[config.mk]
export PLATFORM = sky130hd
export DESIGN_NAME = pc_sequencer_flat
export DESIGN_NICKNAME = d
export VERILOG_FILES = /design/src/rtl/pc_sequencer_if.sv /design/src/rtl/pc_sequencer.sv /design/src/flat_wrapper.sv
export SDC_FILE = /design/constraint.sdc
export NUM_CORES = 1
export LEC_CHECK = 0
export CORE_MARGIN = 2
export CORE_UTILIZATION = 40
export CTS_CLUSTER_SIZE = 20
export DETAILED_ROUTE_END_ITERATION = 6
export GPL_TIMING_DRIVEN = 0
export PLACE_DENSITY = 0.74
export SLEW_MARGIN = 10
export SYNTH_ARGS = -nofsm -noshare
export SYNTH_HDL_FRONTEND = slang
export SYNTH_SLANG_ARGS = --single-unit
[constraint.sdc]
create_clock -name clk -period 5.81 [get_ports clk]
set_input_delay 1.162 -clock clk [delete_from_list [all_inputs] [get_ports clk]]
set_output_delay 1.162 -clock clk [all_outputs]
set_load 0.03 [all_outputs]
[src/rtl/pc_sequencer_if.sv]
// Instruction-fetch handshake between the PC sequencer (master) and instruction memory (slave).
interface pc_sequencer_if #(
  parameter int unsigned PC_W = 32
);
  logic            imem_req;
  logic [PC_W-1:0] imem_addr;
  logic            imem_ack;

  modport master (output imem_req, output imem_addr, input imem_ack);
  modport slave  (input imem_req, input imem_addr, output imem_ack);
endinterface

[src/rtl/pc_sequencer.sv]
// Program counter owner for the unpipelined datapath: fetch, one-instruction commit window,
// next-PC selection, halt handling and a saturating retired-instruction counter.
module pc_sequencer #(
  parameter int unsigned            PC_W     = 32,
  parameter logic [PC_W-1:0]        RESET_PC = '0,
  parameter int unsigned            CNT_W    = 32
) (
  input  logic               clk,
  input  logic               rst_n,
  pc_sequencer_if.master     imem,
  output logic               instr_valid,
  input  logic               stall,
  input  logic               branchsel,
  input  logic               jump,
  input  logic               jump_reg,
  input  logic               halt,
  input  logic [PC_W-1:0]    br_offset,
  input  logic [PC_W-1:0]    jr_target,
  output logic [PC_W-1:0]    pc,
  output logic [PC_W-1:0]    pc_plus4,
  output logic               halted,
  output logic [CNT_W-1:0]   retired
);

  typedef enum logic [1:0] {
    ST_RST   = 2'd0,
    ST_FETCH = 2'd1,
    ST_EXEC  = 2'd2,
    ST_HALT  = 2'd3
  } state_t;

  localparam logic [PC_W-1:0] ALIGN_MASK = ~PC_W'(3);

  state_t          state, state_nxt;
  logic            commit;
  logic [PC_W-1:0] pc_nxt;
  logic [PC_W-1:0] rel_target;

  assign commit     = (state == ST_EXEC) && !stall;
  assign pc_plus4   = pc + PC_W'(4);
  assign rel_target = (pc_plus4 + br_offset) & ALIGN_MASK;
  assign imem.imem_addr = pc;

  always_ff @(posedge clk or negedge rst_n) begin
    if (!rst_n) begin
      state <= ST_RST;
    end else begin
      state <= state_nxt;
    end
  end

  always_comb begin
    state_nxt = state;
    unique case (state)
      ST_RST:   state_nxt = ST_FETCH;
      ST_FETCH: if (imem.imem_ack) state_nxt = ST_EXEC;
      ST_EXEC:  if (!stall) state_nxt = halt ? ST_HALT : ST_FETCH;
      ST_HALT:  state_nxt = ST_HALT;
      default:  state_nxt = ST_RST;
    endcase
  end

  // Outputs decode the state register directly, so an async reset clears them at once.
  always_comb begin
    imem.imem_req = (state == ST_FETCH);
    instr_valid   = (state == ST_EXEC);
    halted        = (state == ST_HALT);
  end

  always_comb begin
    pc_nxt = pc_plus4;
    if (halt) begin
      pc_nxt = pc;
    end else if (jump_reg) begin
      pc_nxt = jr_target & ALIGN_MASK;
    end else if (jump || branchsel) begin
      pc_nxt = rel_target;
    end
  end

  always_ff @(posedge clk or negedge rst_n) begin
    if (!rst_n) begin
      pc      <= RESET_PC;
      retired <= '0;
    end else if (commit) begin
      pc <= pc_nxt;
      if (retired != '1) begin
        retired <= retired + CNT_W'(1);
      end
    end
  end

endmodule
[src/flat_wrapper.sv]
// flat-port wrapper written by rule: the top's interface ports become plain ports
module pc_sequencer_flat 
#(
  parameter int unsigned            PC_W     = 32,
  parameter logic [PC_W-1:0]        RESET_PC = '0,
  parameter int unsigned            CNT_W    = 32
)
  (clk, rst_n, instr_valid, stall, branchsel, jump, jump_reg, halt, br_offset, jr_target, pc, pc_plus4, halted, retired, imem_imem_req, imem_imem_addr, imem_imem_ack);
  pc_sequencer_if #(.PC_W(PC_W)) imem_i ();
  input  logic clk;
  input  logic rst_n;
  output logic instr_valid;
  input  logic stall;
  input  logic branchsel;
  input  logic jump;
  input  logic jump_reg;
  input  logic halt;
  input  logic [PC_W-1:0] br_offset;
  input  logic [PC_W-1:0] jr_target;
  output logic [PC_W-1:0] pc;
  output logic [PC_W-1:0] pc_plus4;
  output logic halted;
  output logic [CNT_W-1:0] retired;
  output wire logic [$bits(imem_i.imem_req)-1:0] imem_imem_req;
  output wire logic [$bits(imem_i.imem_addr)-1:0] imem_imem_addr;
  input wire logic [$bits(imem_i.imem_ack)-1:0] imem_imem_ack;
  assign imem_imem_req = imem_i.imem_req;
  assign imem_imem_addr = imem_i.imem_addr;
  assign imem_i.imem_ack = imem_imem_ack;
  pc_sequencer #(.PC_W(PC_W), .RESET_PC(RESET_PC), .CNT_W(CNT_W)) u_core (.clk(clk), .rst_n(rst_n), .imem(imem_i), .instr_valid(instr_valid), .stall(stall), .branchsel(branchsel), .jump(jump), .jump_reg(jump_reg), .halt(halt), .br_offset(br_offset), .jr_target(jr_target), .pc(pc), .pc_plus4(pc_plus4), .halted(halted), .retired(retired));
endmodule
==> results.toml, run 1 <==
[outcome]
status = "finished clean"

[sta]
fmax_mhz = 208
rsz0062_at_grt = "no"
min_period_ns = 4.81
worstMarginPinSlew_ns = 0.796
slew_viol_final = 0
tns_ns = 0
finalHoldViolCount = 0
fin_crit_sh = 0.828
slew_headroom = 0.466
setup_viol = 0
finClkSkew_ns = 0.00654

[global_routing]
use_met3 = 0.0438
met1_usage = 0.347
first_global_vias = 5589
overflow = 0
antenna_found_initial = 0
grt_busiest_layer = "met2"
grt_util_all_layers = 0.251
grt_max_degree = 49
grt_pass1_wl_um = 29500
use_met2 = 0.397

[cts]
clockBufferDepth = 2
numCtsBuffers = 9
holdBufCountCts = 0
cts_root_buffer = "clkbuf_16"
clk_latency_ns = 0.34
cts_setup_buffers = 0
post_cts_resized = 0
tritoncts = "built"
clk_pin_slew_ns = 0.06
htreeDepth = 3
clock_sinks = 64

[logic_synthesis]
synth-seq-cells = 64
synth-edff-count = 0
synth_top_flop_cell = "dfrtp_1"
syn_inst = 685
synthArstFlopShare = 1.00
ys_types = 72
syn_area_um2 = 5710
synth-seq-area-share = 0.280
ys_warn_count = 0
syn_area_per_cell_um2 = 8.34

[power_and_ir_drop]
vdd.ir_drop.worst_v = 0.000172
p_leak_uw = 0.00364
p_per_area_nw_per_um2 = 355
p_total_uw = 2930

[critical_path]
critPathLaunchType = "flip-flop"
path_class = "reg2out"
worst_path_max_delay_cell = "clkdlybuf4s50_1"
path_common_cell = "nand4_1"
arrival_ns = 3.65
required_ns = 4.65
path_cells = "ha_1, nand4_1, nor2_2, nand3_1, nor3_2, nand4_1, xnor2_1, clkdlybuf4s50_1"
cp_num_cells = 8
ff2ff_path_depth = 17
slowest_delay_ns = 0.75
critPathTopFamily = "simple AND/OR/NAND/NOR gates"
path_max_fanout = 7
end_kind = "output pin"
crit_buf_inv = 1

[placement]
gp_congestion = 0.964
place_area_um2 = 7910
hpwl_um = 14700
io_buffers = 192

[floorplanning]
boundaryPins = 203
core_area_um2 = 13900
fp.dieW_um = 124
rows = 43
die_h_um = 124
start_util = 0.410
die-area_um2 = 15300

[drt]
vias_per_cell = 5.45
wl_um = 19200
first_pass_iters = 5
vias = 5877
drc = 0
drt_iter0_drc = 475
ant_nets = 0
wl_per_cell_um = 17.8

[final_layout]
layout_commonest_cell = "clkdlybuf4s50_1"
mostFrequentLayoutCells = "clkdlybuf4s50_1 (191), nand2_1 (64), dfrtp_1 (64)"
diodes = 0
nets = 1004
nFillCells = 1260
drive_gt1_frac = 0.0968
area_delta_synth_final_pct = 44.6
multiInputGateArea_um2 = 3670
fin_area_um2 = 8260
regArea_um2 = 1600
fin_util = 0.593

[run]
cap_violations = 0

[hold_path]
hold_path.class = "reg2reg"
holdPathStages = 1
-- state kept, by name (all words and copies together), names as in the netlist --
| register | flops |
|---|---|
| u_core.state | 2 |
| u_core.retired | 32 |
| u_core.imem.imem_addr | 30 |
-- worst paths after layout --
check	slack [ns]	from	end
setup / recovery	1.00	u_core.imem.imem_addr[2]	pc_plus4[28]
hold / removal	0.50	u_core.retired[23]	u_core.retired[23]
setup reg to reg	1.32	u_core.imem.imem_addr[2]	u_core.imem.imem_addr[31]
hold reg to reg	0.50	u_core.retired[23]	u_core.retired[23]
max in group asynchronous	4.60	rst_n	u_core.imem.imem_addr[18]
min in group asynchronous	0.68	rst_n	u_core.retired[29]
-- worst reg2reg max path, delay by kind of cell (launching register included) --
family          cells  cell delay (ns)
mux                 1             0.23
buf+inv             1             0.19
fa+ha+maj           2             0.57
compound gates      5             0.89
xor+xnor            1             0.37
flops               1             0.47
simple gates        7             1.65
-- metrics by stage --
stage,std cells,setup slack (ns),hold slack [ns]
after floorplan,690,1.67,0.497
after global placement,1062,1.32,0.481
after detailed placement,1063,1.38,0.486
after CTS,1079,1.01,0.495
after global routing,1079,0.797,0.507
final,1079,1.00,0.495
-- Yosys cell counts, types with 3 or more instances --
master	instances	area [um^2]
o21a_1	3	22.5
nor2b_1	3	18.8
a21oi_1	42	210
nand2b_1	6	37.5
nor3_1	9	45.0
nor4_1	5	31.3
nand4_1	21	131
o211ai_1	8	60.1
inv_1	27	101
o31ai_1	4	30.0
buf_4	36	270
o21ai_0	37	185
o21bai_1	5	37.5
ha_1	38	475
a221oi_1	5	43.8
xor2_1	31	272
nand2_1	64	240
nor2_1	55	206
clkbuf_1	17	63.8
o21ai_1	9	45.0
or3_1	4	25.0
a211oi_1	10	75.1
o22ai_1	4	25.0
a31oi_1	3	18.8
and2_1	3	18.8
o311ai_0	3	26.3
and3_1	13	81.3
and4_4	3	33.8
mux2i_1	3	30.0
a211oi_2	3	37.5
nand3_1	32	160
xnor2_1	49	429
nor3_2	3	30.0
dfrtp_1	64	1600
a21o_1	15	113
-- cells by family after synthesis --
| group | Yosys count | share of synthesized area |
|---|---|---|
| AO/OA/AOI/OAI | 171 | 0.197 |
| XOR/XNOR | 82 | 0.128 |
| adder cells (fa/ha/maj) | 38 | 0.0832 |
| buffers and inverters | 86 | 0.0819 |
| flip-flops | 64 | 0.280 |
| multiplexers | 4 | 0.00723 |
| other | 1 | 0.000656 |
| AND/OR/NAND/NOR | 239 | 0.221 |
-- routing by layer --
layer	wire, um	part of all wire	vias to the layer above
li1	-	-	2842
met5	0	0	-
met2	8810	0.46	244
met3	1400	0.073	24
met1	8670	0.45	2767
met4	331	0.017	0
-- power breakdown --
group          internal [uW]  leakage (uW)  switching [uW]  total, uW
Combinational            717       0.00263             932       1650
Sequential               507      0.000832             121        628
Clock                    425      0.000172             227        652
Total                   1650       0.00364            1280       2930
-- cell type report --
class / count / area share
Tap cell: 180 / 0.0273
Buffer: 58 / 0.0439
Clock inverter: 7 / 0.0154
Multi-Input combinational cell: 540 / 0.444
Clock buffer: 9 / 0.0273
Inverter: 28 / 0.0127
Timing Repair Buffer: 193 / 0.236
Sequential cell: 64 / 0.194
Power figures use the tool's default switching activity.
==> inputs of run 2 (changes only) <==
Clock period 5.81 ns to 4.59 ns, I/O delays scaled along.
==> run 2 against run 1 <==
Compared with the run above:
- combinational power is 27% higher
- setup slack got worse by 0.68 ns
- global-route usage unchanged
- worst hold slack got worse by 0.054 ns
- sequential power up 27%
- clock-buffer cell count stayed put
- final cell count up 0.19%
- final area grew 0.30%
- clock power up 27%
- via count shrank 0.39%
- critical path type unchanged
- largest cell class unchanged
- largest power group unchanged
==> results.toml, run 2 (synthesis results as in run 1) <==
[sta]
fmax_mhz = 234
worstMarginPinSlew_ns = 0.843
min_period_ns = 4.27
slew_headroom = 0.435
setup_viol = 0
rsz0062_at_grt = "no"
slew_viol_final = 0
finalHoldViolCount = 0
tns_ns = 0
fin_crit_sh = 0.929
finClkSkew_ns = 0.00552

[floorplanning]
boundaryPins = 203
die_h_um = 124
rows = 43
die-area_um2 = 15300
start_util = 0.410
core_area_um2 = 13900
fp.dieW_um = 124

[placement]
place_area_um2 = 7910
hpwl_um = 14700
gp_congestion = 0.964
io_buffers = 192

[final_layout]
regArea_um2 = 1600
diodes = 0
area_delta_synth_final_pct = 45.0
layout_commonest_cell = "clkdlybuf4s50_1"
top_register = "u_core.retired"
nFillCells = 1259
nets = 1006
fin_util = 0.595
largest_register_ffs = 32
multiInputGateArea_um2 = 3680
drive_gt1_frac = 0.0999
fin_area_um2 = 8290
mostFrequentLayoutCells = "clkdlybuf4s50_1 (191), nand2_1 (64), dfrtp_1 (64)"

[drt]
drc = 0
wl_um = 19200
vias_per_cell = 5.42
drt_iter0_drc = 417
vias = 5854
wl_per_cell_um = 17.7
ant_nets = 0
first_pass_iters = 5

[critical_path]
path_common_cell = "nand4_1"
rrSetupSlack_ns = 0.41
worst_path_max_delay_cell = "clkdlybuf4s50_1"
path_class = "reg2out"
end_kind = "output pin"
ff2ff_path_depth = 17
r2r-start = "u_core.imem.imem_addr[2]"
required_ns = 3.67
path_max_fanout = 7
path_cells = "ha_1, nand4_1, nor2_2, nand3_1, nor3_4, buf_4, nand4_1, xnor2_1, clkdlybuf4s50_1"
r2r_end = "u_core.imem.imem_addr[31]"
critPathLaunchType = "flip-flop"
arrival_ns = 3.35
slowest_delay_ns = 0.75

[outcome]
status = "finished clean"

[power_and_ir_drop]
p_total_uw = 3710
p_per_area_nw_per_um2 = 448
vdd.ir_drop.worst_v = 0.000219
p_leak_uw = 0.00366

[global_routing]
antenna_found_initial = 0
grt_max_degree = 49
first_global_vias = 5589
overflow = 0
grt_util_all_layers = 0.251
grt_pass1_wl_um = 29500

[cts]
htreeDepth = 3
numCtsBuffers = 9
clk_latency_ns = 0.34
clk_pin_slew_ns = 0.06
tritoncts = "built"
clock_sinks = 64
cts_root_buffer = "clkbuf_16"
clockBufferDepth = 2

[run]
cap_violations = 0

[hold_path]
hold_path.class = "in2async"
[run 2: cell count changes in the layout (fill, tap and decap cells not counted), sizes merged]
cell / change
buf: +2
[run 2: metal layers]
metal | global-route usage | up-vias | share of wire
li1 | - | 2844 | -
met1 | 0.347 | 2761 | 0.46
met2 | 0.397 | 221 | 0.46
met3 | 0.0438 | 28 | 0.067
met4 | 0.0852 | 0 | 0.020
met5 | 0 | - | 0
[run 2: worst max path at each step]
stage	start	endpoint	slack, ns	depth (start not counted)
after global routing	u_core.imem.imem_addr[2]	u_core.imem.imem_addr[31]	0.05	17
final	u_core.imem.imem_addr[2]	pc_plus4[28]	0.32	9
after CTS	u_core.imem.imem_addr[2]	pc_plus4[28]	0.03	8
after global placement	u_core.imem.imem_addr[2]	u_core.imem.imem_addr[31]	0.26	17
after detailed placement	u_core.imem.imem_addr[2]	u_core.imem.imem_addr[31]	0.23	15
after floorplan	u_core.imem.imem_addr[2]	u_core.imem.imem_addr[31]	0.45	17
[run 2: final cells by class]
type / instances / area share
Sequential cell: 64 / 0.193
Buffer: 58 / 0.0438
Inverter: 28 / 0.0127
Tap cell: 180 / 0.0272
Multi-Input combinational cell: 540 / 0.444
Clock buffer: 9 / 0.0272
Timing Repair Buffer: 195 / 0.237
Clock inverter: 7 / 0.0154
[run 2: critical path, delay by kind of cell, from the launching register on]
family / cells / cell delay [ns]
and+or+nand+nor: 5 / 1.01
buffers and inverters: 2 / 0.94
adders and majority gates: 1 / 0.25
xor gates and xnor gates: 1 / 0.34
DFF: 1 / 0.46
[run 2: stage by stage]
step / hold slack, ns / instances / setup slack [ns]
finish: 0.442 / 1081 / 0.324
global route: 0.450 / 1081 / 0.0527
CTS: 0.439 / 1079 / 0.0305
detailed placement: 0.486 / 1063 / 0.229
global placement: 0.481 / 1062 / 0.264
floorplan: 0.497 / 690 / 0.446
[run 2: timing repair]
action,CTS,global route
setup buffers,0,2
hold buffers,0,0
resized for setup,0,2
setup endpoints to repair,0,5
[run 2: power by group]
| part | internal [uW] | switching [uW] | leakage [uW] |
|---|---|---|---|
| combinational | 909 | 1180 | 0.00266 |
| sequential | 641 | 154 | 0.000832 |
| clock | 538 | 288 | 0.000172 |
| total | 2090 | 1630 | 0.00366 |
==> inputs of run 3 (changes only) <==
Settings changed: ABC_CLOCK_PERIOD_IN_PS set to 4590, CAP_MARGIN set to 20.
==> results of run 3 <==
Final layout, timing and power as in run 2 (identical DEF).
